**config.mk**
```make
export PLATFORM = sky130hd
export DESIGN_NAME = ines_loader
export DESIGN_NICKNAME = d
export VERILOG_FILES = /design/src/rtl/ines_pkg.sv /design/src/rtl/ines_header_parser.sv /design/src/rtl/ines_loader.sv
export SDC_FILE = /design/constraint.sdc
export NUM_CORES = 1
export LEC_CHECK = 0
export BUFFER_PORTS_ARGS = -buffer_cell sky130_fd_sc_hd__buf_2
export CORE_MARGIN = 3
export CORE_UTILIZATION = 53
export DETAILED_ROUTE_END_ITERATION = 8
export PLACE_DENSITY = 0.77
export SYNTH_ARGS = -nofsm -noshare
export SYNTH_HDL_FRONTEND = slang
export SYNTH_SLANG_ARGS = --single-unit
export TNS_END_PERCENT = 100
```
**constraint.sdc**
```tcl
create_clock -name clock -period 2.6 [get_ports clock]
set_input_delay 0.39 -clock clock [delete_from_list [all_inputs] [get_ports clock]]
set_output_delay 0.39 -clock clock [all_outputs]
set_load 0.01 [all_outputs]
```
**src/rtl/ines_pkg.sv**
```systemverilog
// Shared types and constants for the iNES cartridge-image loader.
package ines_pkg;

    typedef enum logic [2:0] {
        IDLE,
        HDR,
        TRAIN,
        PRG,
        CHR,
        DONE,
        ERROR
    } state_e;

    localparam int HDR_LEN   = 16;
    localparam int TRAIN_LEN = 512;
    localparam int PRG_BANK  = 16384;
    localparam int CHR_BANK  = 8192;
    localparam int MAX_PRG   = 16;
    localparam int MAX_CHR   = 8;
    localparam int CNT_W     = 18;

    localparam logic [31:0] MAGIC = 32'h4E45_531A;

    typedef struct packed {
        logic [7:0] num;
        logic [3:0] max_bank;
        logic       mirror;
        logic       chr_ram;
    } hdr_info_t;

    function automatic logic [7:0] magic_byte(input logic [1:0] idx);
        return MAGIC[8*(3-int'(idx)) +: 8];
    endfunction

endpackage

```
**src/rtl/ines_header_parser.sv**
```systemverilog
// Captures the 16-byte iNES header one byte at a time and flags bad images.
module ines_header_parser
    import ines_pkg::*;
(
    input  logic       clock,
    input  logic       reset_n,
    input  logic       clear_i,
    input  logic       byte_v_i,
    input  logic [3:0] idx_i,
    input  logic [7:0] byte_i,
    output hdr_info_t  info_o,
    output logic [4:0] prg_cnt_o,
    output logic [3:0] chr_cnt_o,
    output logic       trainer_o,
    output logic       ok_o,
    output logic       error_o
);

    logic [7:0] prg_q, chr_q, flags6_q, flags7_q;
    hdr_info_t  info_q;
    logic       magic_bad, size_bad, last_byte;

    assign last_byte = (idx_i == 4'(HDR_LEN - 1));
    assign magic_bad = (idx_i < 4'd4) && (byte_i != magic_byte(idx_i[1:0]));
    // Size limits are only judged once the whole header is in.
    assign size_bad  = last_byte && ((prg_q == 8'd0) || (prg_q > 8'(MAX_PRG)) ||
                                     (chr_q > 8'(MAX_CHR)));

    assign error_o   = byte_v_i && (magic_bad || size_bad);
    assign ok_o      = byte_v_i && last_byte && !size_bad;

    // NOTE: sequential state uses non-blocking assignments so every register
    // samples the pre-edge values regardless of statement order.
    always_ff @(posedge clock or negedge reset_n) begin
        if (!reset_n) begin
            prg_q    <= '0;
            chr_q    <= '0;
            flags6_q <= '0;
            flags7_q <= '0;
            info_q   <= '0;
        end else if (clear_i) begin
            prg_q    <= '0;
            chr_q    <= '0;
            flags6_q <= '0;
            flags7_q <= '0;
            info_q   <= '0;
        end else if (byte_v_i) begin
            unique case (idx_i)
                4'd4:    prg_q    <= byte_i;
                4'd5:    chr_q    <= byte_i;
                4'd6:    flags6_q <= byte_i;
                4'd7:    flags7_q <= byte_i;
                default: ;
            endcase
            if (ok_o) begin
                info_q.num      <= {flags7_q[7:4], flags6_q[7:4]};
                info_q.max_bank <= prg_q[3:0] - 4'd1;
                info_q.mirror   <= flags6_q[0];
                info_q.chr_ram  <= (chr_q == 8'd0);
            end
        end
    end

    assign info_o    = info_q;
    assign prg_cnt_o = prg_q[4:0];
    assign chr_cnt_o = chr_q[3:0];
    assign trainer_o = flags6_q[2];

endmodule

```
**src/rtl/ines_loader.sv**
```systemverilog
// iNES image loader: parses the header, skips the trainer, and streams PRG/CHR
// payload into cartridge SRAM while holding the console in reset.
module ines_loader
    import ines_pkg::*;
#(
    parameter  int PRG_AW = 18,
    parameter  int CHR_AW = 16,
    localparam int MEM_AW = (PRG_AW > CHR_AW) ? PRG_AW : CHR_AW
) (
    input  logic              clock,
    input  logic              reset_n,
    input  logic              start,
    input  logic [7:0]        in_d,
    input  logic              in_v,
    output logic              in_r,
    input  logic              mem_busy,
    output logic [MEM_AW-1:0] mem_a,
    output logic [7:0]        mem_o,
    output logic              mem_w,
    output logic              mem_chr,
    output logic [7:0]        num,
    output logic [3:0]        max,
    output logic              mirror,
    output logic              chr_ram,
    output logic              done,
    output logic              error
);

    state_e            state_q, state_d;
    logic [CNT_W-1:0]  cnt_q, cnt_d;
    logic [CNT_W:0]    cnt_inc, prg_len, chr_len;
    logic              accept, enter_hdr, hdr_v, wr_take, sect_last;

    logic [MEM_AW-1:0] mem_a_q;
    logic [7:0]        mem_o_q;
    logic              mem_w_q, mem_chr_q;

    hdr_info_t         info;
    logic [4:0]        prg_cnt;
    logic [3:0]        chr_cnt;
    logic              trainer, hdr_ok, hdr_err;

    // A stalled write keeps mem_busy high, so gating on busy also covers it.
    always_comb begin
        in_r = 1'b0;
        unique case (state_q)
            HDR, TRAIN, PRG, CHR: in_r = !mem_busy && !start;
            ERROR:                in_r = !start;
            default:              in_r = 1'b0;
        endcase
    end

    assign accept    = in_v && in_r;
    assign enter_hdr = start || (state_q == IDLE);
    assign hdr_v     = accept && (state_q == HDR);
    assign wr_take   = accept && ((state_q == PRG) || (state_q == CHR));

    assign cnt_inc   = {1'b0, cnt_q} + (CNT_W+1)'(1);
    assign prg_len   = (CNT_W+1)'(prg_cnt) * (CNT_W+1)'(PRG_BANK);
    assign chr_len   = (CNT_W+1)'(chr_cnt) * (CNT_W+1)'(CHR_BANK);
    assign sect_last = (state_q == CHR) ? (cnt_inc == chr_len) : (cnt_inc == prg_len);

    ines_header_parser u_parser (
        .clock     (clock),
        .reset_n   (reset_n),
        .clear_i   (enter_hdr),
        .byte_v_i  (hdr_v),
        .idx_i     (cnt_q[3:0]),
        .byte_i    (in_d),
        .info_o    (info),
        .prg_cnt_o (prg_cnt),
        .chr_cnt_o (chr_cnt),
        .trainer_o (trainer),
        .ok_o      (hdr_ok),
        .error_o   (hdr_err)
    );

    // NOTE: every output of this block gets a default first; a path that left
    // one unassigned would infer a latch.
    always_comb begin
        state_d = state_q;
        cnt_d   = cnt_q;
        unique case (state_q)
            IDLE: state_d = HDR;
            HDR: if (accept) begin
                if (hdr_err) begin
                    state_d = ERROR;
                end else if (hdr_ok) begin
                    state_d = trainer ? TRAIN : PRG;
                    cnt_d   = '0;
                end else begin
                    cnt_d = cnt_inc[CNT_W-1:0];
                end
            end
            TRAIN: if (accept) begin
                if (cnt_q == CNT_W'(TRAIN_LEN - 1)) begin
                    state_d = PRG;
                    cnt_d   = '0;
                end else begin
                    cnt_d = cnt_inc[CNT_W-1:0];
                end
            end
            PRG: if (accept) begin
                if (sect_last) begin
                    state_d = (chr_cnt != 4'd0) ? CHR : DONE;
                    cnt_d   = '0;
                end else begin
                    cnt_d = cnt_inc[CNT_W-1:0];
                end
            end
            CHR: if (accept) begin
                if (sect_last) begin
                    state_d = DONE;
                    cnt_d   = '0;
                end else begin
                    cnt_d = cnt_inc[CNT_W-1:0];
                end
            end
            default: ;
        endcase
        if (enter_hdr) begin
            state_d = HDR;
            cnt_d   = '0;
        end
    end

    always_ff @(posedge clock or negedge reset_n) begin
        if (!reset_n) begin
            state_q <= IDLE;
            cnt_q   <= '0;
        end else begin
            state_q <= state_d;
            cnt_q   <= cnt_d;
        end
    end

    // Holding register: the accepted byte is presented one cycle later and
    // stays put while the SRAM reports busy; start discards it.
    always_ff @(posedge clock or negedge reset_n) begin
        if (!reset_n) begin
            mem_w_q   <= 1'b0;
            mem_a_q   <= '0;
            mem_o_q   <= '0;
            mem_chr_q <= 1'b0;
        end else if (enter_hdr) begin
            mem_w_q   <= 1'b0;
            mem_a_q   <= '0;
        end else if (wr_take) begin
            mem_w_q   <= 1'b1;
            mem_a_q   <= MEM_AW'(cnt_q);
            mem_o_q   <= in_d;
            mem_chr_q <= (state_q == CHR);
        end else if (!mem_busy) begin
            mem_w_q   <= 1'b0;
        end
    end

    assign mem_w   = mem_w_q;
    assign mem_a   = mem_a_q;
    assign mem_o   = mem_o_q;
    assign mem_chr = mem_chr_q;

    assign num     = info.num;
    assign max     = info.max_bank;
    assign mirror  = info.mirror;
    assign chr_ram = info.chr_ram;

    // Hold done low until the final payload write has actually left.
    assign done    = (state_q == DONE) && !mem_w_q;
    assign error   = (state_q == ERROR);

endmodule

```
==> results.toml, run 1 <==
[setup_path]
reg2reg_from = "cnt_q[0]"
crit_type = "reg2reg"
cp.arrival_ns = 2.99
critPathLaunchType = "flip-flop"
rr_worst_depth = 9
critPathCaptureType = "flip-flop"
r2r-end = "cnt_q[13]"
required_ns = 2.85
cp_max_fo = 5
r2r_slack_ns = -0.14

[clocking]
clk_pin_slew_ns = 0.09
clk_latency_ns = 0.37
cts_tree = "done"
numCtsBuffers = 9
htreeDepth = 3
clkSinkCount = 89
root_buffer = "clkbuf_8"
cts_buffer_depth = 2

[final_layout]
final_common_cell = "nand2_1"
fin_area_mm2 = 0.006050
insertedDiodeCount = 0
fillers = 605
syn_to_final_growth_pct = 26.90
nNetsFinal = 685
drive_gt1_share_pct = 29.96
final_cells = 776
layout_common_cells = "nand2_1, dfrtp_1, nand3_1"

[sta]
worst_pin_slew_ns = 0.6172
fin_skew_ns = 0.01030
setup-violations-final = 12
finalCritPeriodShare_pct = 105.4
setup_ws_ns = -0.1394
slew_violations = 0
period_minus_slack_ns = 2.739
rsz0062_at_grt = "yes"
relSlewSlack_pct = 58.47
finalSetupTns_ns = -0.8488
max_freq_mhz = 365.0
hold_ws_ns = 0.2886
hold_viol = 0

[hold_path]
holdPathEnd = "mem_w"
whs_path_depth = 3
min_path_type = "in2reg"
min_from = "mem_busy"

[job]
cap_viol_max_count = 0

[die]
core_area_mm2 = 0.008464
dieArea_mm2 = 0.01017
fp.dieH_um = 100.8
initial_core_util_pct = 56.32
pin_count = 58
rows = 33
die_w_um = 100.8

[detailed_routing]
routed_wirelength_mm = 13.21
firstDrtPassIters = 6
drt_iter0_markers = 562
wl_per_cell_um = 17.02
post_drt_via_cell_ratio = 6.045
vias = 4691
ant_nets = 0
drc = 0

[power]
p_leak_nw = 2.847
power_density_mw_per_mm2 = 446.2
power.share.switching_pct = 26.13
p_clk_share_pct = 36.7
power_mw = 2.700
p_int_mw = 1.994
pwr-share-comb_pct = 10.1
ir_drop_uv = 384.6
p_seq_share_pct = 53.2
p_sw_mw = 0.7054

[synthesis]
ys_types = 57
ys_seq_area_share_pct = 46.72
synth_area_mm2 = 0.004767
yosysWarningCount = 0
synthCells = 567
synth_edf_count = 0
async_flop_share_pct = 100.0
ys_ff_latch = 89
postSynthAreaPerCell_um2 = 8.408
synth_ff_type = "dfrtp_1"
synth_nets = 586

[grt]
grt-ovfl-total = 0
grt_use_total_pct = 25.90
grt_pass1_vias = 4240
antenna_found_initial = 0
grt_pass1_wl_mm = 20.84
grt_max_degree = 55

[run_status]
violations = "negative setup slack"
outcome = "finished, violations left"

[placement]
dp_hpwl_mm = 9.012
dp.cells = 749
dpl-instance-area_mm2 = 0.005540
io_buffers = 57
gp_congestion = 0.9741
## routing by layer
metal  wire length [um]  GRT usage [%]  up-vias
met1               5603          37.25     2209
met4                385          9.326        0
met3               1181          4.844       53
met5                  0              0        -
met2               6035          39.14      278
li1                   -              -     2151
## layout make-up
class | instances | area, um^2 | area share (%)
well taps | 105 | 131.4 | 2.172
inverters | 15 | 62.56 | 1.034
flip-flops and latches | 89 | 2228 | 36.84
clock inverters | 5 | 62.56 | 1.034
multi-input cells | 419 | 2496 | 41.26
repair buffers | 132 | 927.1 | 15.33
clock buffers | 11 | 141.4 | 2.337
## worst max-delay path by stage
stage,to,startpoint,cells after the start
detailed placement,cnt_q[13],cnt_q[0],10
global placement,cnt_q[13],cnt_q[0],10
finish,cnt_q[13],cnt_q[0],9
CTS,cnt_q[13],cnt_q[0],9
global route,cnt_q[13],cnt_q[0],9
floorplan,cnt_q[13],state_q[2],11
## logic make-up after synthesis
family          count (synthesis)  synth area share, %
compound gates                 86                11.23
buf+inv                        59                4.960
mux                             4               0.8399
xor+xnor                       16                3.806
flops                          89                46.72
simple gates                  307                30.87
fa+ha+maj                       6                1.575
## stage by stage
step           setup WS [ns]  util, %
2_1_floorplan       -0.04757        -
3_3_place_gp        -0.04233    65.45
3_5_place_dp         -0.1603    65.45
4_1_cts             -0.02339    69.25
5_1_grt              -0.2068    71.47
6_report             -0.1394    71.47
## critical path: stages, from the launching register on
cell and delay [ns]:
dfrtp_1 0.42, nand3_2 0.12, or4_4 0.59, o21a_1 0.24, nor3_2 0.18, a32oi_2 0.11
a2111oi_4 0.42, nor3_4 0.11, buf_4 0.16, a221o_1 0.28
## state kept, by name, indices dropped and copies added, names as in the netlist
register,count
cnt_q,18
mem_a,18
mem_chr,1
mem_o,8
mem_w,1
state_q,3
u_parser.chr_q,8
u_parser.flags6_q,6
u_parser.flags7_q,4
u_parser.info_o,14
u_parser.prg_q,8
## cell usage after synthesis (2+ instances only)
master	instances	share of area, %
nand2_1	129	10
dfrtp_1	89	47
nand3_1	80	8.4
a21oi_1	37	3.9
clkbuf_1	33	2.6
nor2_1	26	2.0
o21ai_0	25	2.6
nor3_1	17	1.8
inv_1	15	1.2
buf_2	9	0.94
xnor2_1	9	1.7
nand4_1	8	1.0
ha_1	6	1.6
nor2b_1	5	0.66
nor4_1	5	0.66
mux2i_1	4	0.84
nand2b_1	4	0.52
o31ai_1	4	0.63
or3_1	4	0.52
xor2_1	4	0.73
nand3b_1	3	0.47
nor3b_1	3	0.47
or2_2	3	0.39
xnor3_1	3	1.4
a211oi_1	2	0.31
a21o_1	2	0.31
a22oi_1	2	0.31
a31o_2	2	0.37
and3_1	2	0.26
and4_1	2	0.37
nor4b_1	2	0.37
or3b_1	2	0.37
or4_1	2	0.31
## power groups by stage
stage	logic (mW)	clock network, mW	registers, mW
CTS	0.266	1.00	1.44
global placement	0.249	0	1.46
floorplan	0.0979	0	1.48
finish	0.273	0.992	1.43
detailed placement	0.257	0	1.46
global route	0.301	1.05	1.44
## timing repair
item,4_1_cts,5_1_grt
endpoints found under the hold margin,28,0
hold buffers,1,0
resized for setup,16,37
pin swaps,10,18
buffers inserted,6,3
setup endpoints to repair,32,72
cloned,0,1
No activity file was read; power rests on OpenSTA's default activity.
==> run 2, diff against run 1 <==
--- a/config.mk
+++ b/config.mk
@@ -7,9 +7,9 @@
 export LEC_CHECK = 0
 export BUFFER_PORTS_ARGS = -buffer_cell sky130_fd_sc_hd__buf_2
 export CORE_MARGIN = 3
-export CORE_UTILIZATION = 53
+export CORE_UTILIZATION = 50
 export DETAILED_ROUTE_END_ITERATION = 8
-export PLACE_DENSITY = 0.77
+export PLACE_DENSITY = 0.73
 export SYNTH_ARGS = -nofsm -noshare
 export SYNTH_HDL_FRONTEND = slang
 export SYNTH_SLANG_ARGS = --single-unit
==> results.toml, run 2 (synthesis gave the netlist of run 1 again) <==
[sta]
hold_viol = 0
worst_pin_slew_ns = 0.7319
fin_skew_ns = 0.01283
rsz0062_at_grt = "yes"
slew_violations = 0
finalCritPeriodShare_pct = 105.7
period_minus_slack_ns = 2.747
relSlewSlack_pct = 51.21
setup-violations-final = 13
max_freq_mhz = 364.0
setup_ws_ns = -0.1473

[setup_path]
crit_type = "reg2reg"
path_cells = "or3b_4 -> buf_4 -> mux2i_4 -> xnor2_2 -> nor2_1 -> a21oi_2 -> a2111oi_4 -> nor3_4 -> and3_1 -> a221o_1"
cpPeakStageDelay_ns = 0.40
critPathLaunchType = "flip-flop"
cp_max_fo = 5
required_ns = 2.85
critPathTopFamily = "simple AND/OR/NAND/NOR gates"
critPathCaptureType = "flip-flop"
cp.arrival_ns = 2.99
cpMaxStageDelayCell = "dfrtp_1"
crit_buf_inv = 1

[final_layout]
insertedDiodeCount = 0
utilization_pct = 65.77
layout_common_cells = "nand2_1, dfrtp_1, nand3_1"
final_common_cell = "nand2_1"
syn_to_final_growth_pct = 27.48
drive_gt1_share_pct = 30.55
nNetsFinal = 685
final_cells = 800

[clocking]
postCtsHoldBufs = 0
clk_latency_ns = 0.36
root_buffer = "clkbuf_8"
htreeDepth = 3
cts_tree = "done"
clk_pin_slew_ns = 0.09
numCtsBuffers = 9
clkSinkCount = 89
cts_buffer_depth = 2

[run_status]
outcome = "finished, violations left"
violations = "negative setup slack"

[grt]
antenna_found_initial = 0
grt_pass1_vias = 4431
grt_use_total_pct = 24.51
grt-ovfl-total = 0
grt_pass1_wl_mm = 21.66
grt_max_degree = 56

[power]
power_density_mw_per_mm2 = 445.2
pwr-share-comb_pct = 10.2
p_seq_share_pct = 53.2
p_leak_nw = 2.860
power.share.switching_pct = 27.06
ir_drop_uv = 316.3
p_clk_share_pct = 36.7
p_int_mw = 1.973
p_sw_mw = 0.7322
power_mw = 2.706

[placement]
dp_hpwl_mm = 9.095
dp.cells = 774
io_buffers = 57
gp_congestion = 0.9490

[die]
dieArea_mm2 = 0.01074
pin_count = 58
initial_core_util_pct = 51.59
fp.dieH_um = 103.6
rows = 35
die_w_um = 103.6
core_area_mm2 = 0.009240

[hold_path]
min_path_type = "in2async"

[detailed_routing]
routed_wirelength_mm = 13.67
drt_iter0_markers = 286
vias = 4610
firstDrtPassIters = 5
wl_per_cell_um = 17.09
post_drt_via_cell_ratio = 5.763
ant_nets = 0
drc = 0

[job]
cap_viol_max_count = 0
[run 2: cell count changes in the layout (fill, tap and decap cells not counted), moves of 3 or more]
cell	before	now
nand3_1	72	75
nor2_1	24	21
nor2_2	2	5
nand3_2	8	5
[run 2: layer usage]
| layer | vias to the layer above | global-route usage (%) | share of wire (%) |
|---|---|---|---|
| met5 | - | 0 | 0 |
| met4 | 0 | 7.123 | 1.9 |
| met3 | 32 | 4.860 | 7.6 |
| met2 | 230 | 39.21 | 47 |
| met1 | 2199 | 34.08 | 43 |
| li1 | 2149 | - | - |
[run 2: cell type report]
| type | instances | area [um^2] |
|---|---|---|
| fillers | 742 | 3163 |
| multi-input cells | 419 | 2527 |
| flip-flops and latches | 89 | 2230 |
| repair buffers | 132 | 898.4 |
| well taps | 129 | 161.4 |
| clock buffers | 9 | 123.9 |
| clock inverters | 7 | 77.57 |
| inverters | 15 | 58.81 |
[run 2: per-stage QoR]
step,TNS [ns],instance area (um^2),hold WS (ns),worst slack [ns]
2_1_floorplan,-0.08932,4795,0.09441,-0.04757
3_3_place_gp,-0.1040,5578,0.4555,-0.04008
3_5_place_dp,-1.189,5578,0.4568,-0.1433
4_1_cts,-0.04284,5921,0.1010,-0.04086
5_1_grt,-2.887,6077,0.1282,-0.1932
6_report,-0.7807,6077,0.06925,-0.1473
[run 2: worst paths after layout]
check / to / slack [ns] / depth (start not counted) / start
worst max-delay path: cnt_q[13] / -0.15 / 10 / state_q[1]
worst min-delay path: u_parser.info_o[4] / 0.07 / 1 / reset_n
worst max register to register: cnt_q[13] / -0.15 / 10 / state_q[1]
worst min register to register: mem_o[3] / 0.48 / 2 / mem_o[3]
max in group asynchronous: mem_o[7] / 1.89 / 2 / reset_n
min in group clock: mem_w / 0.30 / 3 / mem_busy
[run 2: power groups by stage]
stage,Clock [mW],Sequential (mW),Combinational (mW)
5_1_grt,1.07,1.44,0.302
4_1_cts,1.01,1.44,0.264
2_1_floorplan,0,1.48,0.0979
6_report,0.992,1.44,0.275
3_5_place_dp,0,1.46,0.257
3_3_place_gp,0,1.46,0.248
[run 2: worst register-to-register path, stage by stage, from the launching register on]
cell,delay [ns]
dfrtp_1,0.40
or3b_4,0.40
buf_4,0.18
mux2i_4,0.20
xnor2_2,0.16
nor2_1,0.22
a21oi_2,0.13
a2111oi_4,0.36
nor3_4,0.11
and3_1,0.20
a221o_1,0.27
[run 2: timing repair]
item	4_1_cts	5_1_grt
setup endpoints to repair	31	72
endpoints found under the hold margin	0	0
setup buffers	4	4
resized for setup	26	30
cloned	0	2
pin swaps	17	6
